--- src/rtl/imem_fetch_ctrl_if.sv ---
// Fetch-controller bus: instruction-memory read port plus the decode-side
// instruction/handshake signals. The controller uses the master modport.
interface imem_fetch_ctrl_if;
  logic [31:0] mem_addr;
  logic        mem_rd;
  logic [31:0] mem_rdata;
  logic [31:0] instr;
  logic        instr_valid;
  logic [31:0] pc_out;
  logic        stall;
  logic        redirect;
  logic [31:0] redirect_pc;

  modport master (
    output mem_addr,
    output mem_rd,
    input  mem_rdata,
    output instr,
    output instr_valid,
    output pc_out,
    input  stall,
    input  redirect,
    input  redirect_pc
  );

  modport slave (
    input  mem_addr,
    input  mem_rd,
    output mem_rdata,
    input  instr,
    input  instr_valid,
    input  pc_out,
    output stall,
    output redirect,
    output redirect_pc
  );
endinterface

--- src/rtl/imem_fetch_ctrl.sv ---
// Instruction-fetch sequencer: owns the PC, issues one memory read per
// instruction, waits MEM_LAT cycles, and holds the word for decode until it
// is consumed. Redirects restart fetch at a new target; a misaligned target
// or running off the end of memory parks the controller in HALT.
module imem_fetch_ctrl #(
  parameter int          MEM_SIZE = 128,
  parameter logic [31:0] RESET_PC = 32'h0,
  parameter int          MEM_LAT  = 1
) (
  input  logic               clk,
  input  logic               rst_n,
  input  logic               start,
  imem_fetch_ctrl_if.master  bus,
  output logic               halted,
  output logic               fault,
  output logic [31:0]        fetch_count
);

  localparam logic [31:0] ADDR_LIMIT = 32'(MEM_SIZE * 4);
  localparam logic [2:0]  LAT_INIT   = 3'(MEM_LAT);

  typedef enum logic [2:0] {
    IDLE  = 3'd0,
    ISSUE = 3'd1,
    WAIT  = 3'd2,
    HOLD  = 3'd3,
    HALT  = 3'd4
  } state_t;

  state_t      state_reg,   state_next;
  logic [31:0] pc_reg,      pc_next;
  logic [31:0] instr_reg,   instr_next;
  logic [31:0] pc_out_reg,  pc_out_next;
  logic        valid_reg,   valid_next;
  logic        fault_reg,   fault_next;
  logic [31:0] count_reg,   count_next;
  logic [2:0]  lat_cnt_reg, lat_cnt_next;

  // Outputs come only from registers and state, never from inputs.
  assign bus.mem_addr    = pc_reg;
  assign bus.mem_rd      = (state_reg == ISSUE) && (pc_reg < ADDR_LIMIT);
  assign bus.instr       = instr_reg;
  assign bus.instr_valid = valid_reg;
  assign bus.pc_out      = pc_out_reg;
  assign halted          = (state_reg == HALT);
  assign fault           = fault_reg;
  assign fetch_count     = count_reg;

  // State and datapath registers; reset discards any read in flight.
  always_ff @(posedge clk or negedge rst_n) begin
    if (!rst_n) begin
      state_reg   <= IDLE;
      pc_reg      <= RESET_PC;
      instr_reg   <= 32'h0;
      pc_out_reg  <= 32'h0;
      valid_reg   <= 1'b0;
      fault_reg   <= 1'b0;
      count_reg   <= 32'h0;
      lat_cnt_reg <= 3'd0;
    end else begin
      state_reg   <= state_next;
      pc_reg      <= pc_next;
      instr_reg   <= instr_next;
      pc_out_reg  <= pc_out_next;
      valid_reg   <= valid_next;
      fault_reg   <= fault_next;
      count_reg   <= count_next;
      lat_cnt_reg <= lat_cnt_next;
    end
  end

  // Next-state and datapath update; redirect outranks every other event
  // while a fetch is active, including a stall or a data capture.
  always_comb begin
    state_next   = state_reg;
    pc_next      = pc_reg;
    instr_next   = instr_reg;
    pc_out_next  = pc_out_reg;
    valid_next   = valid_reg;
    fault_next   = fault_reg;
    count_next   = count_reg;
    lat_cnt_next = lat_cnt_reg;

    case (state_reg)
      IDLE: begin
        if (start) begin
          state_next = ISSUE;
          pc_next    = RESET_PC;
          count_next = 32'h0;
        end
      end

      ISSUE, WAIT, HOLD: begin
        if (bus.redirect) begin
          valid_next = 1'b0;
          if (bus.redirect_pc[1:0] != 2'b00) begin
            // Misaligned target: keep the PC, flag it and stop.
            fault_next = 1'b1;
            state_next = HALT;
          end else begin
            pc_next      = bus.redirect_pc;
            lat_cnt_next = 3'd0;
            state_next   = ISSUE;
          end
        end else begin
          case (state_reg)
            ISSUE: begin
              if (pc_reg >= ADDR_LIMIT) begin
                state_next = HALT;
              end else begin
                lat_cnt_next = LAT_INIT;
                state_next   = WAIT;
              end
            end
            WAIT: begin
              lat_cnt_next = lat_cnt_reg - 3'd1;
              if (lat_cnt_reg == 3'd1) begin
                instr_next  = bus.mem_rdata;
                pc_out_next = pc_reg;
                valid_next  = 1'b1;
                pc_next     = pc_reg + 32'd4;
                state_next  = HOLD;
              end
            end
            default: begin
              // HOLD: an unstalled edge hands the word to decode.
              if (!bus.stall) begin
                count_next = count_reg + 32'd1;
                valid_next = 1'b0;
                state_next = ISSUE;
              end
            end
          endcase
        end
      end

      HALT: begin
        valid_next = 1'b0;
        if (start) begin
          state_next = ISSUE;
          pc_next    = RESET_PC;
          count_next = 32'h0;
          fault_next = 1'b0;
        end
      end

      default: begin
        state_next = IDLE;
      end
    endcase
  end

endmodule

--- src/flat_wrapper.sv ---
// flat-port wrapper written by rule: the top's interface ports become plain ports
module imem_fetch_ctrl_flat 
#(
  parameter int          MEM_SIZE = 128,
  parameter logic [31:0] RESET_PC = 32'h0,
  parameter int          MEM_LAT  = 1
)
  (clk, rst_n, start, halted, fault, fetch_count, bus_mem_addr, bus_mem_rd, bus_mem_rdata, bus_instr, bus_instr_valid, bus_pc_out, bus_stall, bus_redirect, bus_redirect_pc);
  imem_fetch_ctrl_if bus_i ();
  input  logic clk;
  input  logic rst_n;
  input  logic start;
  output logic halted;
  output logic fault;
  output logic [31:0] fetch_count;
  output wire logic [$bits(bus_i.mem_addr)-1:0] bus_mem_addr;
  output wire logic [$bits(bus_i.mem_rd)-1:0] bus_mem_rd;
  input wire logic [$bits(bus_i.mem_rdata)-1:0] bus_mem_rdata;
  output wire logic [$bits(bus_i.instr)-1:0] bus_instr;
  output wire logic [$bits(bus_i.instr_valid)-1:0] bus_instr_valid;
  output wire logic [$bits(bus_i.pc_out)-1:0] bus_pc_out;
  input wire logic [$bits(bus_i.stall)-1:0] bus_stall;
  input wire logic [$bits(bus_i.redirect)-1:0] bus_redirect;
  input wire logic [$bits(bus_i.redirect_pc)-1:0] bus_redirect_pc;
  assign bus_mem_addr = bus_i.mem_addr;
  assign bus_mem_rd = bus_i.mem_rd;
  assign bus_i.mem_rdata = bus_mem_rdata;
  assign bus_instr = bus_i.instr;
  assign bus_instr_valid = bus_i.instr_valid;
  assign bus_pc_out = bus_i.pc_out;
  assign bus_i.stall = bus_stall;
  assign bus_i.redirect = bus_redirect;
  assign bus_i.redirect_pc = bus_redirect_pc;
  imem_fetch_ctrl #(.MEM_SIZE(MEM_SIZE), .RESET_PC(RESET_PC), .MEM_LAT(MEM_LAT)) u_core (.clk(clk), .rst_n(rst_n), .start(start), .bus(bus_i), .halted(halted), .fault(fault), .fetch_count(fetch_count));
endmodule
--- config.mk ---
export PLATFORM = sky130hd
export DESIGN_NAME = imem_fetch_ctrl_flat
export DESIGN_NICKNAME = d
export VERILOG_FILES = /design/src/rtl/imem_fetch_ctrl_if.sv /design/src/rtl/imem_fetch_ctrl.sv /design/src/flat_wrapper.sv
export SDC_FILE = /design/constraint.sdc
export NUM_CORES = 1
export LEC_CHECK = 0
export BUFFER_PORTS_ARGS = -buffer_cell sky130_fd_sc_hd__clkbuf_2
export CORE_MARGIN = 10
export CORE_UTILIZATION = 50
export DETAILED_ROUTE_END_ITERATION = 8
export PLACE_DENSITY = 0.8
export SLEW_MARGIN = 0
export SYNTH_ARGS = -nofsm -noshare
export SYNTH_HDL_FRONTEND = slang
export SYNTH_SLANG_ARGS = --single-unit
--- constraint.sdc ---
create_clock -name clk -period 4.8 [get_ports clk]
set_clock_uncertainty 0.2 [all_clocks]
set_input_delay 0.96 -clock clk [delete_from_list [all_inputs] [get_ports clk]]
set_output_delay 0.96 -clock clk [all_outputs]
set_load 0.05 [all_outputs]
==> results by stage, run 1 <==
Finish:
- The number of antenna diodes is 0.
- In the final design database the tool counted 908 nets.
- For this run, the number of standard cells in the final layout without fillers is 1019.
- The layout overhead on the synthesized area is 25.5%.
- With fillers left out, the area of the finished cells amounts to 8310 um2.
- The final design utilization is 0.651.
- The share of final-layout standard cells stronger than drive strength 1 is 0.364.

Floorplan:
- Measured along the y axis, the die boundary spans 135 um.
- The die is 135 um wide.
- The I/O pin count is 201.
- The floorplan core area is 12800 um2.
- The initial utilization of the core area, before any placement, comes to 0.518.
- The number of cell rows is 41.
- The floorplan step defined a die boundary enclosing 18200 um2.

Route:
- The remaining design rule violation count is 0.
- Using the TritonRoute via totals, the vias-per-cell ratio works out to 5.77.
- The initial DRC count is 415.
- The routed layout has 5875 vias.
- The first TritonRoute pass finished after 7 iterations.
- The number of nets still failing antenna checks after routing is 0.
- Dividing the detail-routed wire length by the instance count gives 18.6 um.
- The final wirelength is 19.0 mm.

Placement:
- The global placement routability congestion is 0.861.
- The half-perimeter wire length after placement is 13.8 mm.
- Summing all placed instances gives a cell area of 7730 um2.
- Once placement completed, the tool counted placed cells totaling 987.
- At the placement stage, the worst setup path has a slack of 1.63 ns.
- Buffers placed on the I/O ports in this run total 200.

Logic synthesis:
- In this run the cell area of the synthesized design comes to 6620 um2.
- The yosys synthesis warning count is 0.
- sky130_fd_sc_hd__dfrtp_1 is the most common cell in the netlist.
- The synthesized design contains 136 register bits.
- The share of synthesized area occupied by flip-flops and latches is 0.514.
- The post-synthesis cell count is 647.
- By count the netlist is led by sky130_fd_sc_hd__dfrtp_1, sky130_fd_sc_hd__mux2_2, sky130_fd_sc_hd__o21ai_0, sky130_fd_sc_hd__nand2_1, sky130_fd_sc_hd__nor2_1.
- The post-synthesis async set-or-reset flop share is 1.00.
- After synthesis, the mean cell area works out to 10.2 um2.
- The cell taking the most area after synthesis is sky130_fd_sc_hd__dfrtp_1.
- The share of synthesized area in the top cell type comes to 0.514.
- The number of flops mapped to enable cells by yosys is 0.
- By area the synthesized netlist is led by sky130_fd_sc_hd__dfrtp_1, sky130_fd_sc_hd__mux2_2, sky130_fd_sc_hd__o21ai_0.
- The number of distinct library cells after synthesis is 57.
- Counting every net in the synthesized netlist gives 721.
- In the synthesized netlist the dominant register cell turns out to be sky130_fd_sc_hd__dfrtp_1.

STA:
- The headroom to the max-slew limit is 0.315.
- The worst path meets setup with 1.22 ns of slack.
- Final hold analysis gives a worst-case slack of 0.276 ns.
- For the pin with the worst max-slew slack, the measured transition is 1.02 ns.
- Setup repair after global routing left no endpoint under its margin.
- For this run, the top clock speed supported by timing is 0.279 GHz.
- The final count of pins violating max slew was 0.
- The number of setup violations in the final report is 0.
- The share of the clock period used by the worst path is 0.746.
- The minimum clock period after layout is 3.58 ns.
- The post-route setup TNS is 0 ns.
- The final number of hold-violating endpoints was 0.

Clocking:
- The tree is rooted in a sky130_fd_sc_hd__clkbuf_16.
- The hold-fix buffer count after cts is 0.
- The post-cts sizing count is 0.
- The level count of the clock H-tree is 4.
- The buffer count from post-CTS setup fixing is 0.
- The clock tree from TritonCTS is done.
- The clock latency on the worst-skew pair is 0.42 ns.
- After clock tree synthesis, the clock-pin slew on the worst setup and hold paths is 0.06 ns.
- The number of CTS-inserted buffers is 17.
- The maximum count of clock buffers along a single path is 2.
- The number of sinks driven by the clock tree is 136.

Pwr:
- Total power for the finished layout comes to 4.75 mW.
- The power density over the cells is 571 nW/um2.
- The static power due to leakage is 4.02 nW.
- The worst ir drop on vdd is 0.000355 V.

Critical path:
- The type of origin of the critical path is a register.
- For the worst setup path, the data required time is 3.64 ns.
- The register-to-register setup slack is 2.09 ns.
- The type of the setup path with the least slack is reg2out.
- The number of buffers and inverters on the critical path is 1.
- The endpoint kind of the worst setup timing path is a primary output.
- The dominant delay contributor by cell family on the critical path is simple AND/OR/NAND/NOR gates.
- STA puts the critical path data arrival time at 2.42 ns.
- In this design, the stage delay of the slowest critical-path cell is 0.47 ns.
- The maximum fanout along the worst path is 6.
- The signal on the critical path passes through nor4_1 -> nand4_1 -> nor3_1 -> nand2_1 -> nor2_1 -> clkbuf_2.
- The slowest stage of the critical path belongs to the cell sky130_fd_sc_hd__dfrtp_1.

Job:
- The max-capacitance violation count is 0.

Global route:
- The via count of the first global-routing pass is 5817.
- The initial antenna violation count came to 0.
- Across every metal layer, demand over resource in global routing totals 0.205.
- The global route total overflow is 0.
- The largest net degree at the start of global routing is 80.
- The first-pass GRT wire length is 30.3 mm.

Hold path:
- In this run the worst hold path is classified as reg2reg.

Outcome:
- The run finished with clean final reports.
-- cell families (layout without fill, tap and decap cells) --
family	Yosys count	count (layout)	synth area share
flops	136	136	0.514
compound gates	164	164	0.151
xor+xnor	10	10	0.0132
simple gates	217	217	0.175
buf+inv	54	254	0.0336
mux	61	61	0.104
fa+ha+maj	5	5	0.00945
-- layout by cell type, fill, tap and decap left out, types with 3 or more instances in the layout --
cell,n
sky130_fd_sc_hd__a21boi_0,4
sky130_fd_sc_hd__a21o_1,3
sky130_fd_sc_hd__a21oi_1,43
sky130_fd_sc_hd__a22oi_1,8
sky130_fd_sc_hd__a31oi_1,5
sky130_fd_sc_hd__a32oi_1,6
sky130_fd_sc_hd__and2_1,6
sky130_fd_sc_hd__and3_1,6
sky130_fd_sc_hd__and4_1,5
sky130_fd_sc_hd__buf_4,5
sky130_fd_sc_hd__clkbuf_16,17
sky130_fd_sc_hd__clkbuf_2,199
sky130_fd_sc_hd__clkinv_2,5
sky130_fd_sc_hd__clkinvlp_4,3
sky130_fd_sc_hd__dfrtp_1,136
sky130_fd_sc_hd__ha_1,5
sky130_fd_sc_hd__inv_1,17
sky130_fd_sc_hd__mux2_2,60
sky130_fd_sc_hd__nand2_1,47
sky130_fd_sc_hd__nand2b_1,4
sky130_fd_sc_hd__nand3_1,17
sky130_fd_sc_hd__nand3_2,3
sky130_fd_sc_hd__nand4_1,19
sky130_fd_sc_hd__nor2_1,45
sky130_fd_sc_hd__nor3_1,11
sky130_fd_sc_hd__nor3b_1,4
sky130_fd_sc_hd__nor4_1,15
sky130_fd_sc_hd__o211ai_1,4
sky130_fd_sc_hd__o21ai_0,59
sky130_fd_sc_hd__o22ai_1,5
sky130_fd_sc_hd__o2bb2ai_1,6
sky130_fd_sc_hd__o31ai_1,6
sky130_fd_sc_hd__or3_1,12
sky130_fd_sc_hd__or4_1,11
sky130_fd_sc_hd__xnor2_1,4
sky130_fd_sc_hd__xor2_1,6
-- worst reg2reg max path, delay by kind of cell (launching register included) --
| kind | cells | cell delay (ns) |
|---|---|---|
| AOI/OAI and AO/OA | 2 | 0.39 |
| buffers and inverters | 1 | 0.36 |
| DFF | 1 | 0.53 |
| and+or+nand+nor | 3 | 1.16 |
-- layout make-up --
type / count / area [um2]
multi-input combinational: 457 / 3000
sequential: 136 / 3400
clock inverter: 12 / 125
clock buffer: 20 / 457
fill: 1020 / 4460
timing repair buffer: 205 / 1040
inverter: 17 / 63.8
tap: 172 / 215
-- report_power, final --
group / internal [mW] / switching (mW)
logic: 0.435 / 1.35
clock network: 0.789 / 0.494
registers: 1.39 / 0.290
-- path summary, 6_finish.rpt --
kind,from,to,cells past startpoint
max,u_core.bus.mem_addr[12],bus_mem_rd,6
min,u_core.bus.pc_out[2],u_core.bus.pc_out[2],2
max reg2reg,u_core.state_reg[0],u_core.fetch_count[24],6
min reg2reg,u_core.bus.pc_out[2],u_core.bus.pc_out[2],2
max in group asynchronous,rst_n,u_core.fetch_count[10],2
min in group asynchronous,rst_n,u_core.fetch_count[25],1
-- per-layer routing --
layer | part of all wire | wire length (um) | vias up | global-route usage
met3 | 0.093 | 1770 | 21 | 0.0764
met4 | 0.017 | 316 | 0 | 0.0718
li1 | - | - | 2776 | -
met5 | 0 | 0 | - | 0
met1 | 0.42 | 8010 | 2834 | 0.257
met2 | 0.47 | 8890 | 244 | 0.319
(Power assumes the default switching activity.)
==> run 2: changes to the inputs <==
Settings changed: CORE_UTILIZATION 50 to 47, PLACE_DENSITY 0.8 to 0.79.
Clock period 4.8 ns to 3.07 ns, I/O delays scaled along.
==> run 2 against run 1 <==
  * Register-to-register slack worse by 1.6 ns
  * Global-route usage down 0.45 points
  * Clock power up 70%
  * Setup slack worse by 1.1 ns
  * Via count up 2.5%
  * Wire length up 4.7%
  * First-iteration DRC count up 8.9%
  * Sequential power up 55%
  * Final area up 2.1%
  * Hold slack worse by 0.27 ns
  * Non-clock buffer count up 11
==> results by stage, run 2 (synthesis gave the netlist of run 1 again) <==
STA:
- The minimum clock period after layout is 2.97 ns.
- The final number of hold-violating endpoints is 0.
- Of the available clock period, the critical path in the final layout requires 0.967.
- For this run, the top clock speed supported by timing is 0.337 GHz.
- Setup violations remaining at the end of the flow were counted as 0.
- The worst pin sits at a relative slew slack of 0.472.
- The transition at the pin with the smallest max-transition slack is 0.790 ns.
- The post-route setup TNS is 0 ns.
- The final count of pins violating max slew was 0.

Placement:
- The quantity of I/O buffers inserted on ports is 200.
- After legalization and detailed placement, the total HPWL measured 14.5 mm.
- The global placement routability congestion is 0.892.
- After detailed placement, the total cell area comes to 7850 um2.

Outcome:
- The flow ran to the end, and the final reports show no timing, DRC or antenna violations.

Clocking:
- The clock transition at the register clock pins on the worst setup and hold paths after CTS is 0.06 ns.
- The tree is rooted in a sky130_fd_sc_hd__clkbuf_16.
- The number of CTS-inserted buffers is 17.
- The clock passes through at most 2 buffers.
- The level count of the clock H-tree is 4.
- The clock net in this run drives a total of 136 sinks.
- TritonCTS built the clock tree.
- For the worst-skew pair, the clock arrives at the later sink with an insertion delay of 0.41 ns.
- After clock tree synthesis, the flow added hold-fix buffers numbering 0.

Global route:
- The first-pass GRT wire length is 32.0 mm.
- The via count of the first global-routing pass was 6042.
- The total global routing track utilization is 0.201.
- After global routing the overflow that remains totals 0.
- The initial antenna violation count is 0.
- Entering global routing, the biggest net connects 68 pins.

Critical path:
- The standard cell with the maximum stage delay on the critical path is sky130_fd_sc_hd__dfrtp_1.
- In this run the worst path has a maximum fanout of 11.
- For flop-to-flop paths, the worst setup slack is 0.46 ns.
- The logic depth of the worst register-to-register path is 6.
- Counting buffers and inverters, the worst setup path is 6 cells deep.
- The number of buffers and inverters on the critical path is 1.
- Data on the critical path arrives at its endpoint at 2.16 ns.
- Traced cell by cell, the critical path runs through nor3_1 -> nand4_1 -> nor3_2 -> nand2_1 -> nor2_1 -> clkbuf_4.
- The reg-to-reg critical path startpoint is u_core.bus.mem_addr[2].
- In this run the critical register-to-register path is captured at u_core.bus.mem_addr[28].
- For this run, the slowest stage of the critical path takes 0.49 ns.
- The worst setup path is captured at a primary output.
- STA classifies the critical path startpoint as a register.
- The critical path is of the reg2out type.
- Broken down by cell family, the worst path's largest delay share belongs to simple AND/OR/NAND/NOR gates.
- STA puts the critical path data required time at 2.26 ns.
- In this run the worst setup path terminates at bus_mem_rd.
- The critical path starts at u_core.bus.mem_addr[9].

Floorplan:
- The floorplan step set the die width to 139 um.
- The starting utilization of the core area is 0.479.
- The floorplan has 43 rows.
- The die covers 19200 um2.
- The I/O pin count is 201.
- In this run the vertical extent of the chip is 139 um.
- The floorplan core area is 13800 um2.

Route:
- After detailed routing, the total wire length is 19.9 mm.
- The first-pass iteration count of the detailed router is 7.
- The routed layout has 6021 vias.
- The number of nets still failing antenna checks after routing is 0.
- The via-per-instance ratio is 5.80.
- The initial DRC count is 452.
- The average wire length per cell after detail routing is 19.2 um.
- In the routed design, unresolved DRC markers number 0.

Finish:
- The number of antenna diodes is 0.
- In the final layout, the share of cells above drive strength 1 is 0.372.
- The area growth from synthesis to layout is 28.2%.
- The library cells used most frequently in the layout, excluding fill and tap cells, are sky130_fd_sc_hd__clkbuf_2, sky130_fd_sc_hd__dfrtp_1, sky130_fd_sc_hd__mux2_2.
- At the end of the flow the core is filled with cells to 0.614.
- After routing the design area is 8490 um2.
- Counting the fill cells in the layout gives 1169.
- At the end of the flow, the number of nets in the layout was 919.
- The library cell used most frequently in the layout, excluding fill and tap cells, is sky130_fd_sc_hd__clkbuf_2.

Pwr:
- The total power draw is 7.69 mW.
- IR analysis of the VDD net gives a maximum drop of 0.000652 V.
- The static power due to leakage is 4.11 nW.
- The power density over the cells is 906 nW/um2.

Hold path:
- In this run the worst hold path is classified as in2async.

Job:
- Across the run, the number of max-cap violations was 0.
## run 2: worst min-delay path by stage
stage / to / from / slack (ns) / cells past startpoint
after CTS: u_core.fetch_count[25] / rst_n / 0.02 / 1
after global placement: u_core.bus.pc_out[21] / u_core.bus.pc_out[21] / 0.27 / 2
final: u_core.fetch_count[25] / rst_n / 0.001 / 1
after detailed placement: u_core.bus.pc_out[30] / u_core.bus.pc_out[30] / 0.28 / 2
after global routing: u_core.fetch_count[27] / rst_n / 0.05 / 1
after floorplan: u_core.bus.instr[0] / rst_n / 0.12 / 0
## run 2: area by class of cell
cell class              instances  area, um2  share of cell area
inverters                      17       63.8             0.00752
well taps                     180        225              0.0265
clock inverters                 8        143              0.0168
repair buffers                216       1150               0.136
multi-input cells             457       3020               0.355
flip-flops and latches        136       3400               0.401
clock buffers                  24        482              0.0568
## run 2: through the flow
step,setup WS [ns],hold slack (ns),cells
after floorplan,0.0602,0.118,647
after global placement,0.354,0.266,1006
after detailed placement,0.336,0.277,1006
after CTS,0.0254,0.0208,1038
after global routing,-0.00508,0.0454,1038
final,0.101,0.00150,1038
## run 2: metal layers
metal | part of all wire | vias up | GRT usage
met4 | 0.012 | 0 | 0.0472
met3 | 0.096 | 23 | 0.0815
li1 | - | 2795 | -
met1 | 0.42 | 2938 | 0.245
met5 | 0 | - | 0
met2 | 0.48 | 265 | 0.326
## run 2: repair_timing
item                       in CTS  in global routing
setup buffers                   0                  0
pin swaps                       0                  1
setup endpoints to repair       1                  1
gates resized for setup         2                  2
## run 2: report_power, final
group | internal [mW] | switching [mW] | leakage (nW)
sequential | 2.17 | 0.430 | 1.83
combinational | 0.738 | 2.19 | 1.98
clock | 1.42 | 0.744 | 0.304
